--- src/rtl/reg_write_arbiter.sv ---
// Register-file write port arbiter: merges non-stallable load returns with
// buffered ALU results and keeps a per-register busy scoreboard.
module reg_write_arbiter #(
    parameter int WORD_WIDTH     = 16,
    parameter int REG_ADDR_WIDTH = 5,
    parameter int REG_NUM        = 32
) (
    input  logic                      gclk,
    input  logic                      PowerOn_n,

    input  logic                      IssueValid,
    input  logic [REG_ADDR_WIDTH-1:0] IssueAddr,

    input  logic                      AluValid,
    input  logic [REG_ADDR_WIDTH-1:0] AluAddr,
    input  logic [WORD_WIDTH-1:0]     AluData,
    output logic                      AluReady,

    input  logic                      LdValid,
    input  logic [REG_ADDR_WIDTH-1:0] LdAddr,
    input  logic [WORD_WIDTH-1:0]     LdData,

    input  logic [REG_ADDR_WIDTH-1:0] AddrReadA,
    input  logic [REG_ADDR_WIDTH-1:0] AddrReadB,
    input  logic [REG_ADDR_WIDTH-1:0] AddrReadC,
    output logic                      BusyA,
    output logic                      BusyB,
    output logic                      BusyC,

    output logic                      WriteFlag,
    output logic [REG_ADDR_WIDTH-1:0] AddrWrite,
    output logic [WORD_WIDTH-1:0]     Write,
    output logic                      OverflowErr
);

    // ALU handshake: a result transfers on a cycle where AluValid and AluReady
    // are both high; AluReady depends only on FIFO occupancy. Loads have no
    // handshake and always win the write port.

    logic [REG_ADDR_WIDTH-1:0] fifo_addr_q [2];
    logic [REG_ADDR_WIDTH-1:0] fifo_addr_d [2];
    logic [WORD_WIDTH-1:0]     fifo_data_q [2];
    logic [WORD_WIDTH-1:0]     fifo_data_d [2];
    logic                      wr_ptr_q, wr_ptr_d;
    logic                      rd_ptr_q, rd_ptr_d;
    logic [1:0]                count_q, count_d;

    logic                      write_flag_q, write_flag_d;
    logic [REG_ADDR_WIDTH-1:0] write_addr_q, write_addr_d;
    logic [WORD_WIDTH-1:0]     write_data_q, write_data_d;

    logic [REG_NUM-1:0]        busy_q, busy_d;
    logic                      overflow_q, overflow_d;

    logic                      fifo_full;
    logic                      fifo_empty;
    logic                      alu_accept;
    logic                      sel_valid;
    logic [REG_ADDR_WIDTH-1:0] sel_addr;
    logic [WORD_WIDTH-1:0]     sel_data;
    logic                      pop;
    logic                      push;
    logic                      bypass;

    assign fifo_full  = (count_q == 2'd2);
    assign fifo_empty = (count_q == 2'd0);
    assign AluReady   = !fifo_full;
    assign alu_accept = AluValid && !fifo_full;

    always_comb begin
        sel_valid = 1'b0;
        sel_addr  = write_addr_q;
        sel_data  = write_data_q;
        pop       = 1'b0;
        bypass    = 1'b0;
        if (LdValid) begin
            sel_valid = 1'b1;
            sel_addr  = LdAddr;
            sel_data  = LdData;
        end else if (!fifo_empty) begin
            sel_valid = 1'b1;
            sel_addr  = fifo_addr_q[rd_ptr_q];
            sel_data  = fifo_data_q[rd_ptr_q];
            pop       = 1'b1;
        end else if (AluValid) begin
            // FIFO is empty here, so the ALU result is accepted and goes straight out.
            sel_valid = 1'b1;
            sel_addr  = AluAddr;
            sel_data  = AluData;
            bypass    = 1'b1;
        end
    end

    assign push = alu_accept && !bypass;

    always_comb begin
        fifo_addr_d = fifo_addr_q;
        fifo_data_d = fifo_data_q;
        wr_ptr_d    = wr_ptr_q ^ push;
        rd_ptr_d    = rd_ptr_q ^ pop;
        count_d     = count_q;
        if (push) begin
            fifo_addr_d[wr_ptr_q] = AluAddr;
            fifo_data_d[wr_ptr_q] = AluData;
        end
        case ({push, pop})
            2'b10:   count_d = count_q + 2'd1;
            2'b01:   count_d = count_q - 2'd1;
            default: count_d = count_q;
        endcase
    end

    always_comb begin
        write_flag_d = sel_valid;
        write_addr_d = sel_addr;
        write_data_d = sel_data;
    end

    // The clear lands on the same edge the register file captures the data;
    // a simultaneous issue to that register is applied last so set wins.
    always_comb begin
        busy_d = busy_q;
        if (write_flag_q) begin
            busy_d[write_addr_q] = 1'b0;
        end
        if (IssueValid) begin
            busy_d[IssueAddr] = 1'b1;
        end
    end

    assign overflow_d = overflow_q || (AluValid && fifo_full);

    always_ff @(posedge gclk or negedge PowerOn_n) begin
        if (!PowerOn_n) begin
            fifo_addr_q  <= '{default: '0};
            fifo_data_q  <= '{default: '0};
            wr_ptr_q     <= 1'b0;
            rd_ptr_q     <= 1'b0;
            count_q      <= 2'd0;
            write_flag_q <= 1'b0;
            write_addr_q <= '0;
            write_data_q <= '0;
            busy_q       <= '0;
            overflow_q   <= 1'b0;
        end else begin
            fifo_addr_q  <= fifo_addr_d;
            fifo_data_q  <= fifo_data_d;
            wr_ptr_q     <= wr_ptr_d;
            rd_ptr_q     <= rd_ptr_d;
            count_q      <= count_d;
            write_flag_q <= write_flag_d;
            write_addr_q <= write_addr_d;
            write_data_q <= write_data_d;
            busy_q       <= busy_d;
            overflow_q   <= overflow_d;
        end
    end

    assign WriteFlag   = write_flag_q;
    assign AddrWrite   = write_addr_q;
    assign Write       = write_data_q;
    assign OverflowErr = overflow_q;

    assign BusyA = busy_q[AddrReadA];
    assign BusyB = busy_q[AddrReadB];
    assign BusyC = busy_q[AddrReadC];

endmodule

--- config.mk ---
export PLATFORM = sky130hd
export DESIGN_NAME = reg_write_arbiter
export DESIGN_NICKNAME = d
export VERILOG_FILES = /design/src/rtl/reg_write_arbiter.sv
export SDC_FILE = /design/constraint.sdc
export NUM_CORES = 1
export LEC_CHECK = 0
export CORE_MARGIN = 1
export CORE_UTILIZATION = 55
export CTS_CLUSTER_SIZE = 12
export DETAILED_ROUTE_END_ITERATION = 10
export PLACE_DENSITY_LB_ADDON = 0.08
export SYNTH_ARGS = -nofsm -noshare
export SYNTH_HDL_FRONTEND = slang
export SYNTH_SLANG_ARGS = --single-unit
--- constraint.sdc ---
create_clock -name gclk -period 4.97 [get_ports gclk]
set_input_delay 0.497 -clock gclk [delete_from_list [all_inputs] [get_ports gclk]]
set_output_delay 0.497 -clock gclk [all_outputs]
set_load 0.02 [all_outputs]
* Word-level counts from Yosys, hierarchy flattened
Cells that the tools add are included.
Storage, ports and cells: register bits 101, input port bits 67
Cells by class: mux-type cells 38, equality and inequality tests 4, $lt $le $gt $ge 10, add/sub/neg operators 2, bitwise gates (word level) 7, reduce and logical (&&, ||, !) cells 11
Operators by type and width (number):
- 2-to-1 mux 16 bit | 7
- 2-to-1 mux 32 bit | 2
- 2-to-1 mux 5 bit | 7
- AND 32 bit | 1
- bitwise mux 32 bit | 1
- NOT 32 bit | 1
- OR 32 bit | 1
- < comparator 5 x 6 -> 1 bit (second input constant) | 5
- demux 16 bit (select 1 bit) | 1
- binary-select mux 1 bit (select 5 bit) | 3
- 2-to-1 mux 1 bit | 12
- bitwise mux 10 bit | 1
- demux 1 bit (select 5 bit) | 2
- >= comparator 5 x 1 -> 1 bit (second input constant) | 2
- logical AND 1 bit | 6
- demux 5 bit (select 1 bit) | 1
- equality test 2 bit (second input constant) | 2
- >= comparator 2 bit (second input constant) | 2
- NOT 1 -> 2 bit | 2
- one-hot mux 2 bit (2 select lines) | 1
- inequality test 3 bit (second input constant) | 1
- adder 2 x 1 -> 2 bit (second input constant) | 1
- equality test 2 x 1 -> 1 bit (second input constant) | 1
- zero test 1 bit | 2
- 6 further kinds | 7

* Longest topological paths before layout
Gate-level depths: netlist of the first run.
word-level depth 9, depth in mapped cells 8, mapped depth without buffers 6

* Worst setup path after synthesis of the first run
Ideal clock, no wire load.
path kind input-to-output, start input port AddrReadA[1], end output port BusyA, path slack 2876 ps, data required time 4473 ps, stages on the path 7, arrival time 1597 ps, cells stage by stage buf_2 > buf_6 > mux2i_1 > a22oi_1 > nand3_1 > nand2_1 > a311o_1
On the way: cells in the longest elaborated chain, start to end 2
RTL lines:
- from (decl) | line 23 | input logic [REG_ADDR_WIDTH-1:0] AddrReadA,
- binary-select mux 1 bit (select 5 bit) | line 164 | assign BusyA = busy_q[AddrReadA];
- 2-to-1 mux 1 bit (implied by the code) | line 164
- to (decl) | line 26 | output logic BusyA,
No other way between the ends. The select of a mux whose other input is x is not followed.

* Worst setup path after layout of the first run
Same ends and word-level chain as after synthesis.

==> reports/results.txt, run 1 <==
The power density normalized to cell area works out to 552 nW/um2. The tools report the peak clock frequency supported by timing as 280 MHz. The repair_antennas step left the layout with diodes totalling 0. After clock tree synthesis, the repair step resized 0 gates. The run gives 0.291 as the tightest slew margin relative to the limit. Setup violations remaining at the end of the flow were counted as 0. VDD sags by at most 0.309 mV. The highest-delay cell along the critical path is clkdlybuf4s50_1.

TritonCTS built the clock tree. Across the run, the number of max-cap violations was 0. The wire-length estimate of the detail-placed layout is 9980 um. The die is 102 um tall. The static leakage is 2.71 nW, and the number of buffers added for setup after CTS is 0. The number of clock buffers added by TritonCTS is 9. Area enclosed by the die boundary: 10300 um2. After global routing the overflow that remains totals 0. The logs give 0.580 for the starting density of the core and 6570 um2 for the summed area of non-filler cells in the final layout.

Cell repeated most along the worst path: clkdlybuf4s50_1. Final weighted congestion in routability-driven placement: 0.933. Minimum clock period after layout: 3.57 ns. Data on the critical path arrives at its endpoint at 3.07 ns.

The cell count after synthesis came out at 527. The floorplan has 35 rows. After clock tree synthesis, the clock-pin slew on the worst setup and hold paths is 0.10 ns. Entering global routing, the biggest net connects 52 pins.

The cell area after synthesis was 5460 um2; the DRC violation count after routing was 0. For the sequential-to-total area share from yosys stat, the log shows 0.463. In the final timing run, aggregate negative setup slack is 0 ns.

The area growth from synthesis to final layout is 20.3%, and the register-to-register setup slack is 2.81 ns. The tools report the post-detailed-placement cell area as 6380 um2. For the floorplan core area, the log shows 9420 um2. CTS saw 101 sinks.

The global router's overall resource usage is 0.282, and the H-tree depth is 3. In this run, placement finished with an instance count of 723. The portion of the clock cycle consumed by the worst path in the final layout is 0.718, and the layout filler cell count is 755. When the netlist entered floorplanning its net count stood at 597. The tools report the count of unique library cells instantiated by Yosys as 34. The combined buffer and inverter count along the critical path works out to 2. In this run the critical register-to-register path is captured at fifo_data_q[3]. Setup repair after global routing left no endpoint under its margin.

After synthesis, the mean cell area works out to 10.4 um2. At the pin with the least slew margin, the transition time is 1.06 ns. For the worst-skew pair, the clock arrives at the later sink with an insertion delay of 0.36 ns.

The share of layout cells above drive strength 1 came out at 0.113. The run gives 2 as the worst-case clock buffer depth. For the number of endpoints with negative hold slack in the final report, the log shows 0. The number of warnings issued by yosys came out at 0.

After synthesis, the cell types taking the most area are dfrtp_1, mux2i_1, mux2_2. The path type of the worst min-delay path was in2async. Total detailed-routing wirelength: 13800 um. The total of hold buffers inserted after clock tree synthesis is 0, and the number of register bits inferred by synthesis is 101. In this run the remaining antenna-violating nets after routing total 0.

The count of buffers added on input and output ports is 93. The number of iterations in the first detailed-routing pass is 5, and the number of antenna violations at the first check in global routing is 0. For the worst flop-to-flop path, the logic depth is 5. The logs give 0 for the count of final max-slew check failures and 4417 for the number of global-route vias before repair. In the routed layout, each cell is associated on average with a via count of 5.98. The stage delay of the slowest cell on the critical path works out to 1.08 ns. The synthesized design spends more area on one cell type than any other, namely dfrtp_1.

The run finished with clean final reports. The cell sitting at the root of the clock tree is a clkbuf_8. Walking the worst path, the cells encountered are clkdlybuf4s50_1 -> mux2i_1 -> a22oi_1 -> nand4b_1 -> a21oi_1 -> a311o_1 -> clkdlybuf4s50_1. The final layout net count is 675, and the die outline width is 102 um. The most critical setup path has its endpoint at BusyA. STA classifies the critical path endpoint as a primary output. Wire length per cell after detailed routing: 18.7 um. The kind of cell with the highest combined delay along the critical path is buffers and inverters. The tools report the count of pins on the block boundary as 94.

Worst endpoint required time: 4.47 ns. The worst register-to-register path begins at count_q[1]. The clock arrives with 0.0141 ns of skew. After the first detailed-routing iteration, the DRC count stood at 241. The first global-routing pass estimated 22000 um of wire. The path length in cells of the critical path is 7. The critical path is of the in2out type.

Maximum fanout along the worst path: 16. The worst setup path is launched from an input port. The fraction of post-synthesis cell area in the top cell type by area was 0.463; the final hold slack was 0.139 ns. For the via count, the log shows 4422.

The start point of the critical path is AddrReadA[1]. After the flow finishes, the layout carries non-filler instances totaling 739.
-- kinds of logic (layout without fill, tap and decap cells) --
kind of cell | count (synthesis) | after routing | synth area share
AO/OA/AOI/OAI | 147 | 147 | 0.154
AND/OR/NAND/NOR | 126 | 126 | 0.116
multiplexers | 111 | 111 | 0.213
flip-flops | 101 | 101 | 0.463
buffers and inverters | 35 | 118 | 0.0401
XOR/XNOR | 4 | 4 | 0.00642
adder cells (fa/ha/maj) | 3 | 3 | 0.00688
-- layout by cell type (no fill, tap or decap), drive strengths merged, types with 4 or more instances in the layout --
cell / synthesis / layout
o21ai: 77 / 77
inv: 4 / 4
nor2: 37 / 37
a22oi: 12 / 12
mux2i: 69 / 69
nand3b: 10 / 10
dfrtp: 101 / 101
nor2b: 7 / 7
clkdlybuf4s50: 0 / 92
nand2: 33 / 33
mux2: 42 / 42
a21oi: 30 / 30
nand2b: 4 / 4
clkbuf: 12 / 12
nor3: 10 / 10
nand3: 10 / 10
buf: 18 / 5
or3b: 5 / 5
a211oi: 24 / 24
-- power by group --
| part | total (mW) | internal (mW) | switching (mW) |
|---|---|---|---|
| registers | 1.60 | 1.22 | 0.380 |
| logic | 1.54 | 0.766 | 0.771 |
| clock network | 0.484 | 0.212 | 0.272 |
| total | 3.62 | 2.20 | 1.42 |
-- stage by stage --
step,worst slack [ns],total power [mW],utilization
6_report,1.40,3.62,0.697
5_1_grt,1.33,3.86,0.697
4_1_cts,1.45,3.64,0.697
3_5_place_dp,1.44,3.15,0.677
3_3_place_gp,1.46,3.08,0.677
2_1_floorplan,2.88,2.59,-
-- synthesized netlist by cell type, drive strengths merged --
cell type  instances
mux2i             69
nand2             33
o21ai             77
a211oi            24
dfrtp            101
xnor2              2
clkinv             1
or2                1
nor2b              7
xor2               2
nand2b             4
nand3b            10
a311o              3
a22oi             12
nand4b             3
and2               3
nor2              37
or3                2
and2b              1
nand3             10
inv                4
ha                 3
buf               18
mux2              42
nor3              10
or3b               5
clkbuf            12
a21oi             30
o21bai             1
-- metal layers --
layer  up-vias  wire length (um)  track usage
met5         -                 0            0
met1      2170              5590        0.334
li1       2075                 -            -
met2       150              7230        0.507
met4         0               335        0.120
met3        27               644       0.0462
-- worst min path at each step --
stage,startpoint,end,slack [ns],depth (start not counted)
floorplan,PowerOn_n,AddrWrite[0],0.20,0
CTS,PowerOn_n,fifo_data_q[7],0.16,1
finish,PowerOn_n,fifo_data_q[26],0.14,1
global placement,OverflowErr,OverflowErr,0.46,1
global route,PowerOn_n,fifo_data_q[10],0.18,1
detailed placement,OverflowErr,OverflowErr,0.47,1
-- sequential cells by signal, indices dropped and copies added, names as in the netlist, 2 cells and up --
name and cells:
fifo_addr_q 10, fifo_data_q 32, count_q 2, busy_q 32
AddrWrite 5, Write 16
-- cell type report --
cell class,count,area (um2),share of cell area
clock buffer,12,155,0.0236
clock inverter,4,32.5,0.00495
inverter,5,18.8,0.00286
multi-input combinational,391,2710,0.413
sequential,101,2530,0.385
tap,129,161,0.0246
timing repair buffer,97,958,0.146
Note: power is estimated with default switching activity, not from simulation.
==> run 2, diff against run 1 <==
--- a/config.mk
+++ b/config.mk
@@ -6,7 +6,7 @@
 export NUM_CORES = 1
 export LEC_CHECK = 0
 export CORE_MARGIN = 1
-export CORE_UTILIZATION = 55
+export CORE_UTILIZATION = 53
 export CTS_CLUSTER_SIZE = 12
 export DETAILED_ROUTE_END_ITERATION = 10
 export PLACE_DENSITY_LB_ADDON = 0.08
==> constraint.sdc (replaced) <==
create_clock -name gclk -period 3.45 [get_ports gclk]
set_input_delay 0.345 -clock gclk [delete_from_list [all_inputs] [get_ports gclk]]
set_output_delay 0.345 -clock gclk [all_outputs]
set_load 0.02 [all_outputs]
==> run 2 against run 1 <==
Effect of this change:
- worst hold slack got worse by 0.11 ns
- register-to-register slack got worse by 1.6 ns
- critical path depth increased by 1
- sequential share of layout area decreased by 0.37 points
==> reports/results.txt, run 2 (synthesis results as in run 1) <==
The flow ran to the end, and the final reports show no timing, DRC or antenna violations. TritonCTS built the clock tree. The clock edge transition at the registers on the reported setup and hold paths was 0.09 ns (about the same); the number of cells on the worst reg-to-reg path was 6 (+1). Slew of the pin with the lowest slew margin: 0.925 ns (-0.139 ns). Highest-delay cell along the critical path: clkdlybuf4s50_1. The tools report the total inserted antenna cells as 0 (unchanged). Based on the critical path, the design can be clocked at up to 346 MHz. The register-to-register setup slack was 1.21 ns (-1.60 ns); the area growth from synthesis to final layout was 21.5%.

Leaving out fill and tap cells, the most frequent cells in the layout are dfrtp_1, clkdlybuf4s50_1, mux2i_1, o21ai_0, mux2_2. By instance count, the cell type seen most on the critical path is clkdlybuf4s50_1. Iteration-0 DRC count of the detailed router: 168 (-30%). The post-layout instance count excluding filler cells was 750 (+1.5%); the placed wire-length estimate was 10300 um (+3.6%). The overall power consumption was 5.28 mW (+46%); the starting density of the core was 0.553 (-0.0264). The power density normalized to cell area is 797 nW/um2 (+44%). The clock sink count came out at 101 (unchanged). The path length in cells of the critical path was 8 (+1). The critical path goes through clkdlybuf4s50_1 -> buf_4 -> mux2i_1 -> a22oi_1 -> nand3_1 -> nand2_1 -> a311o_1 -> clkdlybuf4s50_1.

The area enclosed by the die boundary was 10700 um2 (+3.7%); the minimum clock period after layout was 2.89 ns. The root buffer cell chosen for the clock tree is clkbuf_8. The share of layout cells above drive strength 1 is 0.120 (+0.00682). The tools report the area taken by multi-input logic gates as 2710 um2 (unchanged). The number of gates resized after cts came out at 0 (unchanged).

The logs give 797 (+5.6%) for the layout filler cell count and 22500 um (+1.8%) for the first-pass GRT wire length. The summed area of non-filler cells in the final layout is 6630 um2 (+0.97%). The start point of the critical path was AddrReadB[1].

The global router's overall resource usage was 0.284 (+0.00132). The max-capacitance violation count was 0 (unchanged); the maximum fanout along the worst path was 16 (unchanged). The worst-case clock buffer depth is 2 (unchanged). In this run the critical register-to-register path is launched from count_q[0]. The tools report the kind of capture point of the worst setup path as a primary output. The combined buffer and inverter count along the critical path is 3 (+1). For the count of standard-cell rows, the log shows 36 (+2.9%). Setup repair after global routing left no endpoint under its margin.

The run gives 0 ns (unchanged) as the final setup TNS. In this run the worst hold path is classified as in2async. For the final number of setup-violating endpoints, the log shows 0 (unchanged). The number of buffers added for setup after CTS is 0 (unchanged).

The run gives 9860 um2 (+4.8%) as the floorplan core area. The height of the die came out at 103 um (+1.8%). For the via count, the log shows 4473 (+1.2%). Die outline width: 103 um (+1.8%).

The final layout net count was 682 (+1.0%); the DRC violation count after routing was 0 (unchanged). The largest net degree at the start of global routing was 58 (+12%). The kind of cell adding the most delay to the critical path is buffers and inverters. The run gives 3 (unchanged) as the H-tree depth. The worst setup path is of the in2out kind.

The total of hold buffers inserted after clock tree synthesis is 0 (unchanged), and the post-detailed-placement cell area is 6440 um2 (+0.90%). The maximum vdd drop was 0.419 mV (+36%). The count of pins on the block boundary came out at 94 (unchanged).

The routed via count divided by cell count came out at 5.96 (-0.33%). The tools report the CTS buffer count as 9 (unchanged). STA classifies the critical path startpoint as an input port.

For the number of antenna violations at the first check in global routing, the log shows 0 (unchanged). The most common library cell in the layout ignoring fill and taps was dfrtp_1. The count of final max-slew check failures is 0 (unchanged). The maximum clock skew at final layout is 0.0135 ns (-0.000566 ns). Wire length per cell after detailed routing: 19.0 um (+1.8%). The final hold slack came out at 0.0329 ns (-0.106 ns). The logs give 3.11 ns (-1.36 ns) for the worst endpoint required time and 0.384 (+0.0928) for the tightest slew margin relative to the limit. The number of endpoints with negative hold slack in the final report is 0 (unchanged). For the antenna violation net count after detailed routing, the log shows 0 (unchanged). The count of input and output buffers came out at 93 (unchanged). The later-pin clock latency in the skew report was 0.37 ns (about the same); the total detailed-routing wirelength was 14300 um (+3.3%). Number of global-route vias before repair: 4430 (+0.29%). The total grt overflow was 0 (unchanged); the number of iterations in the first detailed-routing pass was 5 (unchanged).

The stage delay of the slowest cell on the critical path is 0.54 ns (-0.54 ns). The tools report the number of placed instances with taps included as 734 (+1.5%). The register area is 2530 um2 (unchanged), and the arrival time of data at the critical path endpoint is 2.55 ns (-0.52 ns). Final weighted congestion in routability-driven placement: 1.03 (+9.9%). The run gives 2.74 nW (+1.3%) as the static leakage. The portion of the clock cycle consumed by the worst path in the final layout was 0.838.
## run 2: cell types whose count changed in the layout (fill, tap and decap cells not counted)
cell	before	now
clkbuf_8	11	10
clkinv_4	2	0
clkbuf_1	1	3
buf_4	5	12
bufinv_16	0	1
## run 2: layout make-up
type	instances	share of cell area
clock buffer	13	0.0225
clock inverter	3	0.00679
inverter	5	0.00283
multi-input combinational	391	0.409
sequential	101	0.381
tap	133	0.0251
timing repair buffer	104	0.152
## run 2: metal layers
metal / vias up / track usage / routed length (um)
met5: - / 0 / 0
met4: 0 / 0.126 / 470
met3: 42 / 0.0638 / 846
met2: 173 / 0.501 / 7180
met1: 2167 / 0.330 / 5760
li1: 2091 / - / -
## run 2: report_power, final
group,leakage [nW],switching [mW],internal (mW),total [mW]
Combinational,1.47,1.11,1.11,2.23
Clock,0.0899,0.393,0.357,0.749
Sequential,1.19,0.548,1.76,2.31
Total,2.74,2.05,3.23,5.28
## run 2: stage by stage
| step | utilization | setup WS, ns |
|---|---|---|
| after floorplan | - | 1.51 |
| after global placement | 0.652 | 0.640 |
| after detailed placement | 0.652 | 0.616 |
| after CTS | 0.672 | 0.603 |
| after global routing | 0.672 | 0.482 |
| final | 0.672 | 0.557 |
## run 2: final timing paths
path	endpoint
worst max-delay path	BusyB
worst min-delay path	Write[7]
worst max register to register	Write[7]
worst min register to register	Write[5]
max in group asynchronous	WriteFlag
min in group gclk	Write[5]
## run 2: worst reg2reg max path: stages (launching register included)
cell	delay, ns
dfrtp_1	0.44
or2_1	0.74
buf_4	0.38
nor2_1	0.07
a211oi_1	0.35
a21oi_1	0.07
o21ai_1	0.13
